$ cat config.mk
export PLATFORM = sky130hd
export DESIGN_NAME = tilt_quantizer
export DESIGN_NICKNAME = d
export VERILOG_FILES = /design/src/rtl/tilt_quantizer.sv
export SDC_FILE = /design/constraint.sdc
export NUM_CORES = 1
export LEC_CHECK = 0
export BUFFER_PORTS_ARGS = -buffer_cell sky130_fd_sc_hd__clkbuf_2
export CAP_MARGIN = 10
export CORE_ASPECT_RATIO = 0.7
export CORE_MARGIN = 1.5
export CORE_UTILIZATION = 35
export DETAILED_ROUTE_END_ITERATION = 6
export PLACE_DENSITY = 0.57
export SLEW_MARGIN = 10
export SYNTH_ARGS = -nofsm -noshare
export SYNTH_HDL_FRONTEND = slang
export SYNTH_SLANG_ARGS = --single-unit
$ cat constraint.sdc
create_clock -name clk -period 3.1 [get_ports clk]
set_clock_uncertainty 0.05 [all_clocks]
set_input_delay 0.465 -clock clk [delete_from_list [all_inputs] [get_ports clk]]
set_output_delay 0.465 -clock clk [all_outputs]
set_load 0.01 [all_outputs]
$ cat src/rtl/tilt_quantizer.sv
// ============================================================================
// tilt_quantizer: converts signed accelerometer X/Y samples into a 2-bit tilt
// code using dominant-axis detection, hysteresis and a stability filter.
// Optional zero-offset calibration is built when TILT_CAL_EN is defined.
// Revision: 1.0
// ============================================================================
`default_nettype none

module tilt_quantizer #(
  parameter int DATA_W     = 12,
  parameter int THRESH     = 256,
  parameter int HYST       = 64,
  parameter int STABLE_CNT = 4
) (
  input  logic                     clk,
  input  logic                     reset,
  input  logic                     sample_valid,
  input  logic signed [DATA_W-1:0] accel_x,
  input  logic signed [DATA_W-1:0] accel_y,
  input  logic                     cal_capture,
  output logic [1:0]               tilt_out,
  output logic                     tilt_active,
  output logic                     tilt_change
);

  localparam int MAG_W = DATA_W - 1;
  localparam int CNT_W = $clog2(STABLE_CNT + 1);
  localparam logic [MAG_W-1:0]  MAG_MAX  = '1;
  localparam logic [MAG_W-1:0]  THRESH_M = MAG_W'(THRESH);
  localparam logic [MAG_W-1:0]  LOW_M    = MAG_W'(THRESH - HYST);
  localparam logic [CNT_W-1:0]  CNT_MAX  = CNT_W'(STABLE_CNT);
  localparam logic [DATA_W-1:0] S_MIN    = {1'b1, {MAG_W{1'b0}}};

  // Most negative value has no positive twin, so it clamps to the max magnitude.
  function automatic logic [MAG_W-1:0] abs_sat(input logic signed [DATA_W-1:0] v);
    if (v == S_MIN)  return MAG_MAX;
    else if (v[DATA_W-1]) return MAG_W'(-v);
    else             return v[MAG_W-1:0];
  endfunction

  logic signed [DATA_W-1:0] w_cx, w_cy;
  logic                     w_accept;

`ifdef TILT_CAL_EN
  function automatic logic [DATA_W-1:0] sub_sat(input logic [DATA_W-1:0] a,
                                                input logic [DATA_W-1:0] o);
    logic [DATA_W:0] d;
    d = {a[DATA_W-1], a} - {o[DATA_W-1], o};
    if (d[DATA_W] != d[DATA_W-1]) return d[DATA_W] ? S_MIN : ~S_MIN;
    else                          return d[DATA_W-1:0];
  endfunction

  logic [DATA_W-1:0] off_x_q, off_y_q;
  logic              cal_pend_q;
  logic              w_capture;

  assign w_capture = sample_valid & (cal_capture | cal_pend_q);
  assign w_accept  = sample_valid & ~w_capture;
  assign w_cx      = sub_sat(accel_x, off_x_q);
  assign w_cy      = sub_sat(accel_y, off_y_q);

  always_ff @(posedge clk or posedge reset) begin
    if (reset) begin
      off_x_q    <= '0;
      off_y_q    <= '0;
      cal_pend_q <= 1'b0;
    end else if (w_capture) begin
      off_x_q    <= accel_x;
      off_y_q    <= accel_y;
      cal_pend_q <= 1'b0;
    end else if (cal_capture) begin
      cal_pend_q <= 1'b1;
    end
  end
`else
  logic unused_cal;
  assign unused_cal = cal_capture;
  assign w_accept   = sample_valid;
  assign w_cx       = accel_x;
  assign w_cy       = accel_y;
`endif

  // Stage 1: magnitudes and signs
  logic             s1_vld_q, s1_nx_q, s1_ny_q;
  logic [MAG_W-1:0] s1_ax_q, s1_ay_q;

  always_ff @(posedge clk or posedge reset) begin
    if (reset) begin
      s1_vld_q <= 1'b0;
      s1_nx_q  <= 1'b0;
      s1_ny_q  <= 1'b0;
      s1_ax_q  <= '0;
      s1_ay_q  <= '0;
    end else begin
      s1_vld_q <= w_accept;
      if (w_accept) begin
        s1_nx_q <= w_cx[DATA_W-1];
        s1_ny_q <= w_cy[DATA_W-1];
        s1_ax_q <= abs_sat(w_cx);
        s1_ay_q <= abs_sat(w_cy);
      end
    end
  end

  // Stage 2: dominant axis and candidate code
  logic             w_xdom;
  logic [MAG_W-1:0] w_mag;
  logic             s2_vld_q, s2_hit_q, s2_nx_q, s2_ny_q;
  logic [1:0]       s2_code_q;
  logic [MAG_W-1:0] s2_ax_q, s2_ay_q;

  assign w_xdom = (s1_ax_q >= s1_ay_q);
  assign w_mag  = w_xdom ? s1_ax_q : s1_ay_q;

  always_ff @(posedge clk or posedge reset) begin
    if (reset) begin
      s2_vld_q  <= 1'b0;
      s2_hit_q  <= 1'b0;
      s2_code_q <= 2'b00;
      s2_nx_q   <= 1'b0;
      s2_ny_q   <= 1'b0;
      s2_ax_q   <= '0;
      s2_ay_q   <= '0;
    end else begin
      s2_vld_q <= s1_vld_q;
      if (s1_vld_q) begin
        s2_hit_q  <= (w_mag >= THRESH_M);
        s2_code_q <= w_xdom ? {1'b0, ~s1_nx_q} : {1'b1, ~s1_ny_q};
        s2_nx_q   <= s1_nx_q;
        s2_ny_q   <= s1_ny_q;
        s2_ax_q   <= s1_ax_q;
        s2_ay_q   <= s1_ay_q;
      end
    end
  end

  // Stage 3: stability counter, commit and hysteresis
  logic [CNT_W-1:0] cnt_q, cnt_d;
  logic             prev_hit_q;
  logic [1:0]       prev_code_q;
  logic [1:0]       tilt_out_q;
  logic             tilt_active_q, tilt_change_q;
  logic             w_commit, w_drop, w_com_neg;
  logic [MAG_W-1:0] w_com_mag;

  always_comb begin
    cnt_d = cnt_q;
    if (!s2_hit_q)
      cnt_d = '0;
    else if (prev_hit_q && (s2_code_q == prev_code_q))
      cnt_d = (cnt_q == CNT_MAX) ? cnt_q : cnt_q + CNT_W'(1);
    else
      cnt_d = CNT_W'(1);
  end

  assign w_commit  = s2_hit_q && (cnt_d == CNT_MAX);
  assign w_com_mag = tilt_out_q[1] ? s2_ay_q : s2_ax_q;
  assign w_com_neg = tilt_out_q[1] ? s2_ny_q : s2_nx_q;
  // Code bit 0 set means positive direction, so a matching negative flag is a flip.
  assign w_drop    = (w_com_mag < LOW_M) || (w_com_neg == tilt_out_q[0]);

  always_ff @(posedge clk or posedge reset) begin
    if (reset) begin
      cnt_q         <= '0;
      prev_hit_q    <= 1'b0;
      prev_code_q   <= 2'b00;
      tilt_out_q    <= 2'b00;
      tilt_active_q <= 1'b0;
      tilt_change_q <= 1'b0;
    end else begin
      tilt_change_q <= 1'b0;
      if (s2_vld_q) begin
        cnt_q       <= cnt_d;
        prev_hit_q  <= s2_hit_q;
        prev_code_q <= s2_code_q;
        if (w_commit) begin
          tilt_out_q    <= s2_code_q;
          tilt_active_q <= 1'b1;
          tilt_change_q <= (s2_code_q != tilt_out_q);
        end else if (tilt_active_q && w_drop) begin
          tilt_active_q <= 1'b0;
        end
      end
    end
  end

  assign tilt_out    = tilt_out_q;
  assign tilt_active = tilt_active_q;
  assign tilt_change = tilt_change_q;

endmodule

`default_nettype wire

==> results of run 1 <==
## cell families after synthesis
logic type	count (synthesis)	share of synthesized area
and+or+nand+nor	68	0.121
xor gates and xnor gates	22	0.0702
DFF	51	0.465
adders and majority gates	15	0.0684
muxes	23	0.0930
buffers and inverters	34	0.0474
AOI/OAI and AO/OA	59	0.135
## metrics by stage
step / hold slack [ps] / power, W / instance area [um2] / setup slack (ps)
floorplan: 302 / 0.00109 / 2750 / 1080
global route: 405 / 0.00178 / 3100 / 826
detailed placement: 427 / 0.00120 / 2990 / 919
finish: 346 / 0.00166 / 3100 / 995
CTS: 382 / 0.00169 / 3100 / 1000
global placement: 425 / 0.00119 / 2990 / 912
## worst max-delay path: stages, from the launching register on
cell	delay [ps]
dfrtp_1	400
inv_1	110
ha_1	180
nand3b_1	100
o21ai_0	60
or3_1	340
a211oi_2	360
mux2_2	380
## worst min path at each step
stage / start / to / slack, ps / cells past startpoint
floorplan: s1_vld_q$_DFF_PP0_ / s2_vld_q$_DFF_PP0_ / 300 / 0
global placement: tilt_active$_DFFE_PP0P_ / tilt_active$_DFFE_PP0P_ / 430 / 1
detailed placement: tilt_active$_DFFE_PP0P_ / tilt_active$_DFFE_PP0P_ / 430 / 1
CTS: reset / tilt_change$_DFF_PP0_ / 380 / 2
global route: accel_y[0] / s1_ay_q[0]$_DFFE_PP0P_ / 410 / 3
finish: reset / s2_ax_q[10]$_DFFE_PP0P_ / 350 / 2
## final cells by class
cell class	instances	area, um2
Fill cell	742	4350
Multi-Input combinational cell	187	1340
Sequential cell	51	1280
Timing Repair Buffer	31	158
Tap cell	98	123
Inverter	24	90.1
Clock buffer	6	82.6
Clock inverter	2	35.0
## routing by layer
layer / vias up / GRT usage / part of all wire / routed length, um
met5: - / 0 / 0 / 0
met4: 0 / 0.0474 / 0.012 / 67
met3: 7 / 0.0230 / 0.035 / 193
met2: 36 / 0.197 / 0.39 / 2180
met1: 911 / 0.227 / 0.56 / 3090
li1: 998 / - / - / -
## report_power, final
group / switching (W) / internal [W] / leakage (nW)
Combinational: 0.000174 / 0.000168 / 0.774
Clock: 0.000214 / 0.000261 / 0.0612
Sequential: 0.0000860 / 0.000759 / 0.590
## placed cells by master (no fill, tap or decap), types with 9 or more instances in the layout
cell type  Yosys  final
a21oi_1       28     28
clkbuf_2       0     30
dfrtp_1       51     51
ha_1          15     15
inv_1         24     23
mux2_2        20     20
nand2_1       11     11
nor2_1        33     33
o21ai_0       10     10
xnor2_1        9      9
xor2_1        13     13
## state kept, by name (all words and copies together), names as in the netlist
| signal | flops |
|---|---|
| s2_code_q | 2 |
| s2_hit_q | 1 |
| s2_ay_q | 5 |
| tilt_out | 2 |
| tilt_active | 1 |
| s2_ax_q | 5 |
| prev_hit_q | 1 |
| s2_vld_q | 1 |
| tilt_change | 1 |
| s2_nx_q | 1 |
| cnt_q | 3 |
| s1_vld_q | 1 |
| prev_code_q | 2 |
| s1_ay_q | 11 |
| s2_ny_q | 1 |
| s1_nx_q | 1 |
| s1_ny_q | 1 |
| s1_ax_q | 11 |
==> metrics, run 1 <==
status finished clean; required time of the worst setup path 3250 ps; clock latency on the worst-skew pair 300 ps; Routed Antenna Nets 0; vias in the first global route 1,973; CP Data Arrival Time 2250 ps; Die Area 8390 um2; EDFF count, synth 0; syn_area_per_cell 10.1 um2; CP startpoint cnt_q[0]$_DFFE_PP0P_; largest net degree at the start of global routing 52; ys async rst share 1.00; Row Count 26; placed instance count 391; most frequent cells after synthesis dfrtp_1 (51), nor2_1 (33), a21oi_1 (28); yosys warns 0; Worst VDD drop 182 uV; Critical Path Source Type register; endpoint type of the worst setup path register; CTS H-Tree Depth 2; Area contributors post-synth dfrtp_1 (46%), mux2_2 (8.2%), ha_1 (6.8%); post_cts resized 0; fmax 0.475 GHz; Ports 32; Yosys top cell area share 0.465; top-count cell post-synth dfrtp_1; fin util 0.417; die height 77.1 um; Worst-Margin Slew 1050 ps; DRC 0; r2r endpoint tilt_out[1]$_DFFE_PP0P_; cts hold-fix bufs 0; post-CTS setup buffers 0; total gr overflow 0; core footprint 7450 um2; HP Class primary input to asynchronous set/reset pin; clock slew at reported path FFs 90 ps; Final min period 2100 ps; final setup vio count 0; initial antenna violation count 0; Vias 1,952; Num CTS Buffers 5; CTS tree built; Clock Path Buffers 2; DP HPWL 4.16 mm; initial core utilization 0.368; Seq/Total Area, Yosys 0.465; crit share post-route 0.679; RSZ-0062 raised after global routing no; Synth Register Bits 51; r2r setup slk 1000 ps; synthesized cell area 2750 um2; Die Width 109 um; syn nets 315; fin. max-slew vios 0; Final Wtd Congestion 0.749; Final Hold Fails 0; routed wire length per instance 13.9 um; Synth area leader dfrtp_1; layout cells sized above 1 0.219; first drt pass iteration count 4; Cell Count, Final, Fillers Out 399; kind of critical path register to register; Post-Synthesis Cells 272; Top FF cell, synth dfrtp_1; setup TNS 0 ps; leakage power 1.43 nW; P per Cell Area 536 nW/um2; R2R depth 7; Max FO, Critical Path 4; # diodes 0; clock root buffer clkbuf_8; Port Buf Inserts 30; Routed WL 5.53 mm; Slew Limit Headroom 0.297; Crit Reg-Reg Startpoint cnt_q[0]$_DFFE_PP0P_; Clock Sinks 51; Max Cap Violations 0; drt via density 4.89; Starting DRT DRC Count 57; Worst Setup EP tilt_out[1]$_DFFE_PP0P_; global-route wire length before repair 9.56 mm; post-synth cell types 39; nets 343; GR Util All Layers 0.145; Layout area overhead 13.0%
No activity file was read; power rests on OpenSTA's default activity.
==> inputs of run 2 (changes only) <==
clock period = 2.2 ns   (was 3.1 ns; I/O delays follow)
==> run 2 against run 1 <==
Effect of this change: sequential share of layout area is 0.48 points lower; fmax is 1.9% higher; first-iteration DRC count is 42% higher; sequential cell count stayed put; worst hold slack worse by 240 ps; design area is 1.2% higher; sequential power is 40% higher; global-route usage is 0.18 points lower; combinational power is 54% higher.
==> metrics, run 2 (same netlist as run 1, synthesis figures left out) <==
status finished clean (unchanged); CTS H-Tree Depth 2 (unchanged); routed wire length per instance 13.7 um (was 13.9 um); Final min period 2060 ps (was 2100 ps); clock latency on the worst-skew pair 310 ps (was 300 ps); Fillers 743 (was 742); endpoint type of the worst setup path register (unchanged); core footprint 7450 um2 (unchanged); Layout area overhead 14.4% (was 13.0%); drt via density 4.93 (was 4.89); most frequent cells in the layout dfrtp_1 (51), nor2_1 (33), clkbuf_2 (30) (unchanged); Port Buf Inserts 30 (unchanged); P per Cell Area 718 nW/um2 (was 536 nW/um2); DRC 0 (unchanged); total gr overflow 0 (unchanged); area of the multi-input gates 1340 um2 (unchanged); Max Cap Violations 0 (unchanged); largest registers s1_ax_q (11), s1_ay_q (11) (unchanged); met1 usage 0.233 (was 0.227); GR Util All Layers 0.143 (was 0.145); Clock Sinks 51 (unchanged); die height 77.1 um (unchanged); Worst VDD drop 257 uV (was 182 uV); initial antenna violation count 0 (unchanged); Die Area 8390 um2 (unchanged); cts hold-fix bufs 0 (unchanged); Starting DRT DRC Count 81 (was 57); Row Count 26 (unchanged); clock slew at reported path FFs 100 ps (was 90 ps); Critical Path Source Type register (unchanged); Clock Path Buffers 2 (unchanged); Num CTS Buffers 5 (unchanged); Global Route met2 Usage 0.187 (was 0.197); crit share post-route 0.939 (was 0.679); Routed Antenna Nets 0 (unchanged); Ports 32 (unchanged); Max FO, Critical Path 5 (was 4); Routed WL 5.59 mm (was 5.53 mm); Final Wtd Congestion 0.751 (was 0.749); fmax 0.484 GHz (was 0.475 GHz); largest net degree at the start of global routing 52 (unchanged); CP Data Arrival Time 2220 ps (was 2250 ps); post-CTS setup buffers 0 (unchanged); leakage power 1.45 nW (was 1.43 nW); setup TNS 0 ps (unchanged); global-route wire length before repair 9.43 mm (was 9.56 mm); Final Hold Fails 0 (unchanged); Slew Limit Headroom 0.577 (was 0.297); post_cts resized 0 (unchanged); clock root buffer clkbuf_8 (unchanged); vias in the first global route 1,940 (was 1,973); layout cells sized above 1 0.239 (was 0.219); final setup vio count 0 (unchanged); CTS tree built (unchanged); most common cell after layout, fill and taps aside dfrtp_1 (unchanged); register area 1280 um2 (unchanged); kind of critical path register to register (unchanged); RSZ-0062 raised after global routing no (unchanged); gr busiest metal met1 (unchanged); # diodes 0 (unchanged); required time of the worst setup path 2360 ps (was 3250 ps); nets 351 (was 343); fin. max-slew vios 0 (unchanged); Die Width 109 um (unchanged); global routing met3 resource utilization 0.0230 (unchanged); initial core utilization 0.368 (unchanged); HP Class primary input to asynchronous set/reset pin (unchanged); Cell Count, Final, Fillers Out 407 (was 399); Worst-Margin Slew 635 ps (was 1050 ps); placed instance count 399 (was 391); Vias 2,008 (was 1,952); first drt pass iteration count 4 (unchanged); DP HPWL 4.24 mm (was 4.16 mm)
run 2: metrics by stage:
stage / total power (W) / worst slack (ps) / utilization / cell area [um2] / hold WS, ps
6_report: 0.00225 / 135 / 0.421 / 3140 / 107
5_1_grt: 0.00241 / 78.9 / 0.421 / 3140 / 168
4_1_cts: 0.00228 / 147 / 0.421 / 3140 / 131
3_5_place_dp: 0.00172 / 138 / 0.409 / 3050 / 437
3_3_place_gp: 0.00171 / 150 / 0.409 / 3050 / 421
2_1_floorplan: 0.00154 / 303 / - / 2750 / 302
run 2: path summary, 6_finish.rpt:
check,start,endpoint,slack (ps),depth (start not counted)
max,s2_code_q[1]$_DFFE_PP0P_,tilt_out[0]$_DFFE_PP0P_,140,5
max in group asynchronous,reset,s2_ay_q[6]$_DFFE_PP0P_,1560,3
min reg2reg,tilt_active$_DFFE_PP0P_,tilt_active$_DFFE_PP0P_,450,1
max reg2reg,s2_code_q[1]$_DFFE_PP0P_,tilt_out[0]$_DFFE_PP0P_,140,5
min in group clk,accel_x[0],s1_ax_q[0]$_DFFE_PP0P_,260,3
min,reset,tilt_change$_DFF_PP0_,110,3
run 2: area by class of cell:
type	instances	area share
Multi-Input combinational cell	187	0.426
Sequential cell	51	0.407
Timing Repair Buffer	39	0.0694
Tap cell	98	0.0391
Inverter	24	0.0287
Clock buffer	5	0.0219
Clock inverter	3	0.00797
run 2: report_power, final:
group          total, W  internal, W  leakage [nW]  switching [W]
Combinational  0.000527     0.000259         0.812       0.000268
Sequential      0.00118      0.00107         0.590       0.000107
Clock          0.000551     0.000228        0.0443       0.000323
run 2: per-layer routing:
| metal | wire length, um | share of wire |
|---|---|---|
| met1 | 3170 | 0.57 |
| met4 | 45 | 0.0081 |
| met3 | 201 | 0.036 |
| met5 | 0 | 0 |
| met2 | 2170 | 0.39 |
run 2: critical path, cell delays in order, from the launching register on:
cell and delay, ps:
dfrtp_1 450, xnor2_1 170, nand3_1 160, or3_1 400
a211oi_2 350, mux2_2 370
==> inputs of run 3 (changes only) <==
ABC_AREA = 1   (was unset)
==> run 3 against run 2 <==
Effect of this change: setup slack improved by 310 ps; sequential cell count unchanged; sequential share of layout area decreased by 3.5 points; worst hold slack got worse by 100 ps; register-to-register slack improved by 310 ps; routed wire length increased by 9.2%; cell count increased by 30%; non-clock buffer count decreased by 4; via count increased by 22%; design area increased by 9.3%; synthesized area increased by 10%; die area increased by 9.8%.
==> metrics, run 3 <==
most common cell after layout, fill and taps aside nand2_1 (was dfrtp_1); post-synth cell types 36 (was 39); CP Data Arrival Time 1870 ps (was 2220 ps); top-count cell post-synth nand2_1 (was dfrtp_1); routed wire length per instance 11.5 um (was 13.7 um); Clock Sinks 51 (unchanged); kind of critical path register to register (unchanged); CP startpoint s1_ay_q[10]$_DFFE_PP0P_ (was s2_code_q[1]$_DFFE_PP0P_); Num CTS Buffers 5 (unchanged); P_sw 0.000716 W (was 0.000698 W); nets 467 (was 351); most frequent cells after synthesis nand2_1 (106), dfrtp_1 (51), nor2_1 (51) (was dfrtp_1 (51), nor2_1 (33), a21oi_1 (28)); syn nets 434 (was 315); Net Sw Frac 0.297 (was 0.310); status finished clean (unchanged); Ports 32 (unchanged); Starting DRT DRC Count 155 (was 81); Post-Synthesis Cells 391 (was 272); Max FO, Critical Path 3 (was 5); total gr overflow 0 (unchanged); Clk pwr share 0.319 (was 0.245); clock slew at reported path FFs 70 ps (was 100 ps); Synth area leader dfrtp_1 (unchanged); initial antenna violation count 0 (unchanged); Seq/Total Area, Yosys 0.422 (was 0.465); setup TNS 0 ps (unchanged); Die Area 9210 um2 (was 8390 um2); required time of the worst setup path 2320 ps (was 2360 ps); Max Cap Violations 0 (unchanged); ys async rst share 1.00 (unchanged); fin. max-slew vios 0 (unchanged); Final Hold Fails 0 (unchanged); leakage power 1.79 nW (was 1.45 nW); Critical Path Source Type register (unchanged); vias in the first global route 2,209 (was 1,940); Die Width 114 um (was 109 um); Fillers 874 (was 743); Routed WL 6.10 mm (was 5.59 mm); Routed Antenna Nets 0 (unchanged); Worst VDD drop 297 uV (was 257 uV); Vias 2,448 (was 2,008); sequential share of power 0.469 (was 0.522); Yosys top cell area share 0.422 (was 0.465); synthesized cell area 3020 um2 (was 2750 um2); clock root buffer clkbuf_16 (was clkbuf_8); HP Class primary input to asynchronous set/reset pin (unchanged); core footprint 8410 um2 (was 7450 um2); Worst-Margin Slew 488 ps (was 635 ps); Internal 0.00170 W (was 0.00156 W); Port Buf Inserts 30 (unchanged); CTS tree built (unchanged); GR Util All Layers 0.142 (was 0.143); final setup vio count 0 (unchanged); post-CTS setup buffers 0 (unchanged); P per Cell Area 704 nW/um2 (was 718 nW/um2); global-route wire length before repair 10.5 mm (was 9.43 mm); combinational power share 0.212 (was 0.234); crit share post-route 0.797 (was 0.939); yosys warns 0 (unchanged); Synth Register Bits 51 (unchanged); # diodes 0 (unchanged); largest registers s1_ax_q (11), s1_ay_q (11) (unchanged); WHS 6.51 ps (was 107 ps); die height 80.8 um (was 77.1 um); Crit Reg-Reg Startpoint s1_ay_q[10]$_DFFE_PP0P_ (was s2_code_q[1]$_DFFE_PP0P_); endpoint type of the worst setup path register (unchanged); Final min period 1750 ps (was 2060 ps); Slew Limit Headroom 0.674 (was 0.577); largest net degree at the start of global routing 29 (was 52); Layout area overhead 13.5% (was 14.4%); EDFF count, synth 0 (unchanged); Area contributors post-synth dfrtp_1 (42%), nand2_1 (13%), nor2_1 (6.3%) (was dfrtp_1 (46%), mux2_2 (8.2%), ha_1 (6.8%)); Final Wtd Congestion 0.871 (was 0.751); post_cts resized 0 (unchanged); Row Count 28 (was 26); RSZ-0062 raised after global routing no (unchanged); CTS H-Tree Depth 2 (unchanged); fmax 0.570 GHz (was 0.484 GHz); syn_area_per_cell 7.73 um2 (was 10.1 um2); layout cells sized above 1 0.172 (was 0.239); most frequent cells in the layout nand2_1 (106), nor2_1 (51), dfrtp_1 (51) (was dfrtp_1 (51), nor2_1 (33), clkbuf_2 (30)); DP HPWL 4.77 mm (was 4.24 mm); drt via density 4.63 (was 4.93); initial core utilization 0.360 (was 0.368); first drt pass iteration count 4 (unchanged); Top FF cell, synth dfrtp_1 (unchanged); clock latency on the worst-skew pair 280 ps (was 310 ps); DRC 0 (unchanged); cts hold-fix bufs 0 (unchanged); Clock Path Buffers 2 (unchanged)
run 3: cell types whose count changed in the layout (fill, tap and decap cells not counted), sizes merged, moves of 6 or more:
cell / change
nand2: +99
inv: +29
mux2: -20
nor2: +20
nand3: +19
o21ai: +14
a21oi: -9
o31ai: -6
xnor2: -6
run 3: kinds of logic after synthesis:
| group | Yosys count | share of synthesized area |
|---|---|---|
| simple gates | 197 | 0.290 |
| buf+inv | 63 | 0.0869 |
| compound gates | 52 | 0.101 |
| flops | 51 | 0.422 |
| fa+ha+maj | 15 | 0.0621 |
| xor+xnor | 13 | 0.0377 |
run 3: area by class of cell:
type | count | area, um2 | share of cell area
Multi-Input combinational cell | 277 | 1480 | 0.433
Clock inverter | 1 | 8.76 | 0.00255
Tap cell | 105 | 131 | 0.0383
Sequential cell | 51 | 1280 | 0.372
Inverter | 54 | 204 | 0.0594
Clock buffer | 6 | 139 | 0.0405
Timing Repair Buffer | 35 | 188 | 0.0547
run 3: critical path, stage by stage (launching register included):
cell and delay, ps:
dfrtp_1 400, inv_1 90, ha_1 320, nand2_1 110, inv_1 50, nand2_1 60, nand2_1 40, nor2_1 150
nand3_1 140, o21ai_0 180, nand2_1 60
run 3: path summary, 6_finish.rpt:
kind / endpoint / slack (ps) / cells after the start
worst min-delay path: s1_ay_q[6]$_DFFE_PP0P_ / 7 / 2
max in group asynchronous: tilt_out[1]$_DFFE_PP0P_ / 1520 / 3
worst max-delay path: s2_code_q[0]$_DFFE_PP0P_ / 450 / 10
min in group clk: s1_ax_q[10]$_DFFE_PP0P_ / 230 / 3
worst min register to register: tilt_active$_DFFE_PP0P_ / 420 / 2
worst max register to register: s2_code_q[0]$_DFFE_PP0P_ / 450 / 10
run 3: power groups by stage:
stage | combinational (W) | sequential [W] | clock, W
2_1_floorplan | 0.000398 | 0.00112 | 0
3_3_place_gp | 0.000506 | 0.00115 | 0
3_5_place_dp | 0.000517 | 0.00115 | 0
4_1_cts | 0.000520 | 0.00113 | 0.000796
5_1_grt | 0.000601 | 0.00115 | 0.000838
6_report | 0.000513 | 0.00113 | 0.000771
run 3: per-layer routing:
metal | routed length (um) | part of all wire | up-vias | global-route usage
li1 | - | - | 1300 | -
met1 | 3410 | 0.56 | 1104 | 0.216
met2 | 2520 | 0.41 | 42 | 0.213
met3 | 159 | 0.026 | 2 | 0.0231
met4 | 21 | 0.0034 | 0 | 0.0288
met5 | 0 | 0 | - | 0
run 3: metrics by stage:
step	total power (W)	instances	util	setup WS, ps	area (um2)
final	0.00242	529	0.408	446	3430
after global routing	0.00259	529	0.408	291	3430
after CTS	0.00245	529	0.408	442	3430
after detailed placement	0.00167	522	0.390	489	3280
after global placement	0.00165	522	0.390	534	3280
after floorplan	0.00152	391	-	590	3020
